--- src/rtl/shared_resource_arbiter_if.sv ---
// Request/grant bundle between the clients and the arbiter.
// The master side drives request/done; the slave (arbiter) side drives the grant.
interface shared_resource_arbiter_if #(
   parameter int NUM_REQUESTERS = 4,
   parameter int INDEX_WIDTH    = $clog2(NUM_REQUESTERS)
);
   logic [NUM_REQUESTERS-1:0] request;
   logic                      done;
   logic                      grant_valid;
   logic [NUM_REQUESTERS-1:0] grant_oh;
   logic [INDEX_WIDTH-1:0]    grant_idx;
   logic                      timeout;

   modport master (
      output request, done,
      input  grant_valid, grant_oh, grant_idx, timeout
   );

   modport slave (
      input  request, done,
      output grant_valid, grant_oh, grant_idx, timeout
   );
endinterface

--- src/rtl/shared_resource_arbiter.sv ---
// Round-robin arbiter for one multi-cycle shared resource.
// Each grant is held until done, or force-released after MAX_HOLD cycles.
module shared_resource_arbiter #(
   parameter int NUM_REQUESTERS = 4,
   parameter int INDEX_WIDTH    = $clog2(NUM_REQUESTERS),
   parameter int MAX_HOLD       = 16
) (
   input logic                      clk,
   input logic                      reset,
   shared_resource_arbiter_if.slave bus
);
   localparam int HCNT_W = $clog2(MAX_HOLD);

   typedef enum logic {IDLE, GRANTED} state_t;

   state_t                    state;
   logic [INDEX_WIDTH-1:0]    ptr;
   logic [HCNT_W-1:0]         hcnt;

   logic                      found;
   logic [INDEX_WIDTH-1:0]    pos;
   logic [INDEX_WIDTH-1:0]    win_idx;
   logic [NUM_REQUESTERS-1:0] win_oh;
   logic [INDEX_WIDTH-1:0]    ptr_next;
   logic                      hold_limit;

   // Search starts at ptr and wraps; the first set request bit wins.
   always_comb begin
      found   = 1'b0;
      pos     = '0;
      win_idx = '0;
      win_oh  = '0;
      for (int k = 0; k < NUM_REQUESTERS; k++) begin
         pos = INDEX_WIDTH'((int'(ptr) + k) % NUM_REQUESTERS);
         if (!found && bus.request[pos]) begin
            found       = 1'b1;
            win_idx     = pos;
            win_oh[pos] = 1'b1;
         end
      end
      ptr_next   = (int'(win_idx) == NUM_REQUESTERS - 1) ? '0 : win_idx + INDEX_WIDTH'(1);
      hold_limit = (hcnt == HCNT_W'(MAX_HOLD - 1));
   end

   always_ff @(posedge clk or negedge reset) begin
      if (!reset) begin
         state           <= IDLE;
         ptr             <= '0;
         hcnt            <= '0;
         bus.grant_valid <= 1'b0;
         bus.grant_oh    <= '0;
         bus.grant_idx   <= '0;
         bus.timeout     <= 1'b0;
      end else begin
         bus.timeout <= 1'b0;
         case (state)
            IDLE: begin
               if (found) begin
                  state           <= GRANTED;
                  ptr             <= ptr_next;
                  hcnt            <= '0;
                  bus.grant_valid <= 1'b1;
                  bus.grant_oh    <= win_oh;
                  bus.grant_idx   <= win_idx;
               end
            end
            GRANTED: begin
               if (bus.done || hold_limit) begin
                  // done wins over the hold limit: a coinciding finish is a normal release
                  bus.timeout <= !bus.done;
                  if (found) begin
                     ptr           <= ptr_next;
                     hcnt          <= '0;
                     bus.grant_oh  <= win_oh;
                     bus.grant_idx <= win_idx;
                  end else begin
                     state           <= IDLE;
                     hcnt            <= '0;
                     bus.grant_valid <= 1'b0;
                     bus.grant_oh    <= '0;
                     bus.grant_idx   <= '0;
                  end
               end else begin
                  hcnt <= hcnt + HCNT_W'(1);
               end
            end
            default: state <= IDLE;
         endcase
      end
   end
endmodule

--- src/flat_wrapper.sv ---
// flat-port wrapper written by rule: the top's interface ports become plain ports
module shared_resource_arbiter_flat 
#(
   parameter int NUM_REQUESTERS = 4,
   parameter int INDEX_WIDTH    = $clog2(NUM_REQUESTERS),
   parameter int MAX_HOLD       = 16
)
  (clk, reset, bus_request, bus_done, bus_grant_valid, bus_grant_oh, bus_grant_idx, bus_timeout);
  shared_resource_arbiter_if #(.NUM_REQUESTERS(NUM_REQUESTERS), .INDEX_WIDTH(INDEX_WIDTH)) bus_i ();
  input logic clk;
  input logic reset;
  input wire logic [$bits(bus_i.request)-1:0] bus_request;
  input wire logic [$bits(bus_i.done)-1:0] bus_done;
  output wire logic [$bits(bus_i.grant_valid)-1:0] bus_grant_valid;
  output wire logic [$bits(bus_i.grant_oh)-1:0] bus_grant_oh;
  output wire logic [$bits(bus_i.grant_idx)-1:0] bus_grant_idx;
  output wire logic [$bits(bus_i.timeout)-1:0] bus_timeout;
  assign bus_i.request = bus_request;
  assign bus_i.done = bus_done;
  assign bus_grant_valid = bus_i.grant_valid;
  assign bus_grant_oh = bus_i.grant_oh;
  assign bus_grant_idx = bus_i.grant_idx;
  assign bus_timeout = bus_i.timeout;
  shared_resource_arbiter #(.NUM_REQUESTERS(NUM_REQUESTERS), .INDEX_WIDTH(INDEX_WIDTH), .MAX_HOLD(MAX_HOLD)) u_core (.clk(clk), .reset(reset), .bus(bus_i));
endmodule
--- config.mk ---
export PLATFORM = sky130hd
export DESIGN_NAME = shared_resource_arbiter_flat
export DESIGN_NICKNAME = d
export VERILOG_FILES = /design/src/rtl/shared_resource_arbiter_if.sv /design/src/rtl/shared_resource_arbiter.sv /design/src/flat_wrapper.sv
export SDC_FILE = /design/constraint.sdc
export NUM_CORES = 1
export LEC_CHECK = 0
export ABC_AREA = 1
export CAP_MARGIN = 10
export CORE_MARGIN = 2
export CORE_UTILIZATION = 58
export CTS_CLUSTER_SIZE = 12
export DETAILED_ROUTE_END_ITERATION = 6
export HOLD_SLACK_MARGIN = 0.02
export PLACE_DENSITY = 0.82
export SETUP_SLACK_MARGIN = 0.02
export SLEW_MARGIN = 20
export SYNTH_ARGS = -nofsm -noshare
export SYNTH_HDL_FRONTEND = slang
export SYNTH_SLANG_ARGS = --single-unit
--- constraint.sdc ---
create_clock -name clk -period 3.6 [get_ports clk]
set_input_delay 1.08 -clock clk [delete_from_list [all_inputs] [get_ports clk]]
set_output_delay 1.08 -clock clk [all_outputs]
set_load 0.01 [all_outputs]
==> results by stage <==
Critical path:
- The worst reg2reg path startpoint is u_core.ptr[0]$_DFFE_PN0P_.
- The required arrival time at the worst endpoint is 3.79 ns.
- The sort of element at the start of the critical path is a primary input.
- STA classifies the critical path endpoint as a flop.
- The maximum net fanout on the critical path is 5.
- The critical path in this run is classified as primary input to flop.
- In this run the critical register-to-register path is captured at u_core.bus.grant_oh[0]$_DFFE_PN0P_.
- Data arrives at the worst endpoint at roughly 2.5 ns.
- The setup check on the worst reg-to-reg path leaves a slack of 1.38 ns.
- The worst-case reg-to-reg path depth is 12.

Timing:
- At the pin with the least slew margin, the transition time is 0.641 ns.
- The worst pin sits at a relative slew slack of 57.1%.
- Setup repair after global routing left no endpoint under its margin.
- The ratio of final minimum period to clock period is 65.3%.
- The highest achievable clock rate is 0.425 GHz.
- The final number of hold-violating endpoints came to 0.
- The final critical-path required period is 2.35 ns.
- Setup slack on the critical path of the routed design comes to 1.25 ns.
- The final number of max-transition violations is 0.
- Setup total negative slack on the finished layout was measured at 0 ns.
- The number of endpoints failing setup at the final stage is 0.
- Between clock sinks in the finished design, the worst skew comes to 0.00777 ns.

Clock tree:
- The maximum clock insertion buffer count is 2.
- The latest clock arrival within the worst-skew pair is 0.29 ns.
- TritonCTS built the clock tree.
- The clock transition at the registers of the reported paths is 0.09 ns.
- The total setup buffers inserted after CTS is 0.
- For this design, the CTS-stage hold fixing added 0 buffers.
- After clock tree synthesis, the repair step resized 0 gates.
- In this run the number of H-tree levels came out at 1.
- The clock root buffer is sky130_fd_sc_hd__clkbuf_4.
- The number of buffers created by CTS is 3.
- The clock sink total is 15.

Logic synthesis:
- The total of warnings raised by yosys is 0.
- Synthesis produced a netlist whose cell count is approximately 150.
- In the post-synthesis netlist, the cell with the most instances is sky130_fd_sc_hd__nand2_1.
- By count the netlist is led by sky130_fd_sc_hd__nand2_1 (47), sky130_fd_sc_hd__inv_1 (16), sky130_fd_sc_hd__dfrtp_1 (15), sky130_fd_sc_hd__nand3_1 (13), sky130_fd_sc_hd__nor2_1 (10).
- Each instance of the synthesized netlist takes up on average roughly 7.4 um^2.
- Sorting the synthesized cells by area gives the leading types as sky130_fd_sc_hd__dfrtp_1 (34%), sky130_fd_sc_hd__nand2_1 (16%), sky130_fd_sc_hd__ha_1 (6.8%), sky130_fd_sc_hd__nand3_1 (5.9%), sky130_fd_sc_hd__inv_1 (5.5%).
- After synthesis, the netlist uses 24 different library cells.
- In this run, synthesis produced a sequential element count of 15.
- The synthesized netlist occupies a cell area of 0.00110 mm^2.
- The compound-cell area share of the yosys netlist is 8.22%.
- The synthesized-area fraction occupied by xor and xnor cells is 0%.
- Counting flops with an async set or reset pin after synthesis yields a share of 100%.
- The synthesized design spends more area on one cell type than any other, namely sky130_fd_sc_hd__dfrtp_1.
- The dominant combinational cell family by area after synthesis is simple AND/OR/NAND/NOR gates.
- The share of the Yosys chip area taken by registers is between 30% and 40%.
- The post-synthesis share of cell area spent on and, or, nand and nor gates is between 40% and 50%.
- The portion of netlist area occupied by mux cells is 0%.
- Among all flip-flop cells after synthesis, the most frequent one is sky130_fd_sc_hd__dfrtp_1.
- The fraction of post-synthesis cell area in the top cell type by area is about 34%.
- The synthesized netlist devotes 6.85% of its cell area to adder and majority cells.
- In this run, synthesis inferred 0 flip-flops with an integrated enable.
- The net count after synthesis is 162.

Final layout:
- The finished layout holds 192 standard cells, fillers aside.
- At the end of the flow the core is filled with cells to about three quarters.
- The area growth from synthesis to layout is 18.0%.
- The number of antenna diodes is 0.
- The net count of the finished layout is 181.
- Of the cells placed in the final design, the portion with a size suffix greater than 1 is 17.4%.
- The post-layout instance area is 0.00129 mm^2.

Global routing:
- The first-pass GRT wire length is 3730 um.
- The number of antenna violations at the first check in global routing came to 0.
- The global-route usage over all layers is 23.2%.
- The number of global-route vias before repair was 907.
- Summed over all layers, the global routing overflow is 0.
- The pin count of the biggest net entering global routing is 16.

Hold path:
- The worst hold path begins at u_core.hcnt[0]$_DFFE_PN0P_.
- Counting instances, the worst hold path has a depth of 1.
- The worst hold path terminates at u_core.hcnt[0]$_DFFE_PN0P_.
- In this run the worst hold path is classified as flop to flop.

Drt:
- The iteration count of the initial detailed-routing pass is 4.
- In the final routed layout, each cell accounts on average for around 11 um.
- The post-detailed-route DRC marker count is 0.
- The detailed router placed about 1000 vias in this run.
- The number of DRC violations after detailed-routing iteration 0 is 29.
- Using the TritonRoute via totals, the vias-per-cell ratio works out to approximately 5.
- The number of antenna-violating nets in the routed design is 0.
- The final routed wirelength across all metal layers is ~2100 um.

Power and ir drop:
- For this design the total switching power over the nets is 0.641 mW.
- The internal power consumption is slightly below 0.6 mW.
- The combinational share of power is 67.6%.
- Per report_power, the clock group accounts for 7.8% of the total.
- The power per unit of standard cell area is 946 mW/mm^2.
- IR analysis of the VDD net gives a maximum drop of approximately 0.69 mV.
- The sequential share of power is 24.6%.
- The standby leakage power is 0.691 nW.
- The net switching fraction of the power is 52.4%.

Floorplan:
- The area of the core is around 0.0017 mm^2.
- In this run the vertical extent of the chip is 47.5 um.
- The floorplan step defined a die boundary enclosing roughly 0.0023 mm^2.
- The initial core utilization is a little over three fifths.
- The number of rows created at floorplan is 15.
- The floorplan die width is 47.5 um.
- 15 I/O pins were placed.

Placement:
- The instance area after placement is 0.00127 mm^2.
- In this run, placement finished with an instance count of 188.
- The number of I/O port buffers is 14.
- Timing analysis after detailed placement gives a worst setup slack of between 0.9 and 1 ns.
- Summed over all nets, the half-perimeter wirelength after detailed placement is 1720 um.
- At the end of routability-driven placement, the weighted congestion stood at 0.839.

Run status:
- The run finished with clean final reports.

Flow run:
- The max capacitance violation total is 0.
power groups by stage:
stage,logic (mW),registers (mW),clock network (mW)
2_1_floorplan,0.621,0.301,0
3_3_place_gp,0.800,0.301,0
3_5_place_dp,0.823,0.302,0
4_1_cts,0.826,0.298,0.0989
5_1_grt,0.928,0.308,0.109
6_report,0.827,0.301,0.0955
area by class of cell:
| type | instances | area [um^2] |
|---|---|---|
| clock buffer | 4 | 26.3 |
| fill | 140 | 452 |
| multi-input combinational | 111 | 629 |
| sequential | 15 | 375 |
| tap | 25 | 31.3 |
| inverter | 23 | 91.3 |
| timing repair buffer | 14 | 140 |
metal layers:
metal  up-vias  track usage [%]  part of all wire, %
met5         -                0                    0
li1        511                -                    -
met3         3             6.04                  4.7
met1       430             32.9                   50
met2        28             36.2                   45
met4         0             3.89                 0.66
registers in the layout (all words and copies together), names as in the netlist:
signal / count
u_core.bus.timeout: 1
u_core.state: 1
u_core.hcnt: 4
u_core.ptr: 2
u_core.bus.grant_oh: 4
u_core.bus.grant_idx: 2
u_core.bus.grant_valid: 1
how the worst max path moves through the flow:
stage / from / depth (start not counted) / to
after floorplan: bus_request[1] / 12 / u_core.bus.grant_oh[0]$_DFFE_PN0P_
after global placement: bus_request[3] / 14 / u_core.bus.grant_oh[3]$_DFFE_PN0P_
after detailed placement: bus_request[3] / 14 / u_core.bus.grant_oh[2]$_DFFE_PN0P_
after CTS: bus_request[3] / 14 / u_core.bus.grant_oh[2]$_DFFE_PN0P_
after global routing: bus_request[3] / 14 / u_core.bus.grant_oh[0]$_DFFE_PN0P_
final: bus_request[3] / 14 / u_core.bus.grant_oh[3]$_DFFE_PN0P_
through the flow:
| step | hold WS (ns) | power [mW] |
|---|---|---|
| final | 0.504 | 1.22 |
| after global routing | 0.538 | 1.35 |
| after CTS | 0.499 | 1.22 |
| after detailed placement | 0.477 | 1.12 |
| after global placement | 0.468 | 1.10 |
| after floorplan | 0.470 | 0.922 |
placed cells by master (no fill, tap or decap):
master / synthesis / final
sky130_fd_sc_hd__a21boi_1: 1 / 1
sky130_fd_sc_hd__a21oi_1: 2 / 2
sky130_fd_sc_hd__a21oi_2: 1 / 1
sky130_fd_sc_hd__a22oi_1: 1 / 1
sky130_fd_sc_hd__clkbuf_1: 0 / 1
sky130_fd_sc_hd__clkbuf_4: 0 / 3
sky130_fd_sc_hd__clkdlybuf4s50_1: 0 / 14
sky130_fd_sc_hd__dfrtp_1: 15 / 15
sky130_fd_sc_hd__ha_1: 6 / 6
sky130_fd_sc_hd__inv_1: 16 / 16
sky130_fd_sc_hd__inv_2: 5 / 5
sky130_fd_sc_hd__inv_4: 2 / 2
sky130_fd_sc_hd__nand2_1: 47 / 47
sky130_fd_sc_hd__nand2_2: 6 / 6
sky130_fd_sc_hd__nand2_4: 5 / 5
sky130_fd_sc_hd__nand3_1: 13 / 13
sky130_fd_sc_hd__nand3_2: 4 / 4
sky130_fd_sc_hd__nand3b_1: 1 / 1
sky130_fd_sc_hd__nand4_4: 1 / 1
sky130_fd_sc_hd__nor2_1: 10 / 10
sky130_fd_sc_hd__nor2_2: 1 / 1
sky130_fd_sc_hd__nor2_4: 1 / 1
sky130_fd_sc_hd__nor3_1: 1 / 1
sky130_fd_sc_hd__o21a_1: 1 / 1
sky130_fd_sc_hd__o21ai_0: 3 / 3
sky130_fd_sc_hd__o21ai_1: 3 / 3
sky130_fd_sc_hd__o22ai_1: 3 / 3
worst max-delay path, cell delays in order:
cell	delay [ns]
sky130_fd_sc_hd__clkdlybuf4s50_1	0.51
sky130_fd_sc_hd__inv_1	0.05
sky130_fd_sc_hd__nand2_1	0.06
sky130_fd_sc_hd__nand3_2	0.11
sky130_fd_sc_hd__nand2_4	0.13
sky130_fd_sc_hd__inv_4	0.06
sky130_fd_sc_hd__nand2_4	0.07
sky130_fd_sc_hd__inv_2	0.04
sky130_fd_sc_hd__nand2_1	0.09
sky130_fd_sc_hd__nor2_1	0.05
sky130_fd_sc_hd__nor2_1	0.08
sky130_fd_sc_hd__o21ai_0	0.09
sky130_fd_sc_hd__nand2_1	0.07
sky130_fd_sc_hd__nand2_1	0.04
cells by family after synthesis:
group,count (synthesis)
fa+ha+maj,6
flops,15
compound gates,15
simple gates,90
buf+inv,23
Note: power is estimated with default switching activity, not from simulation.
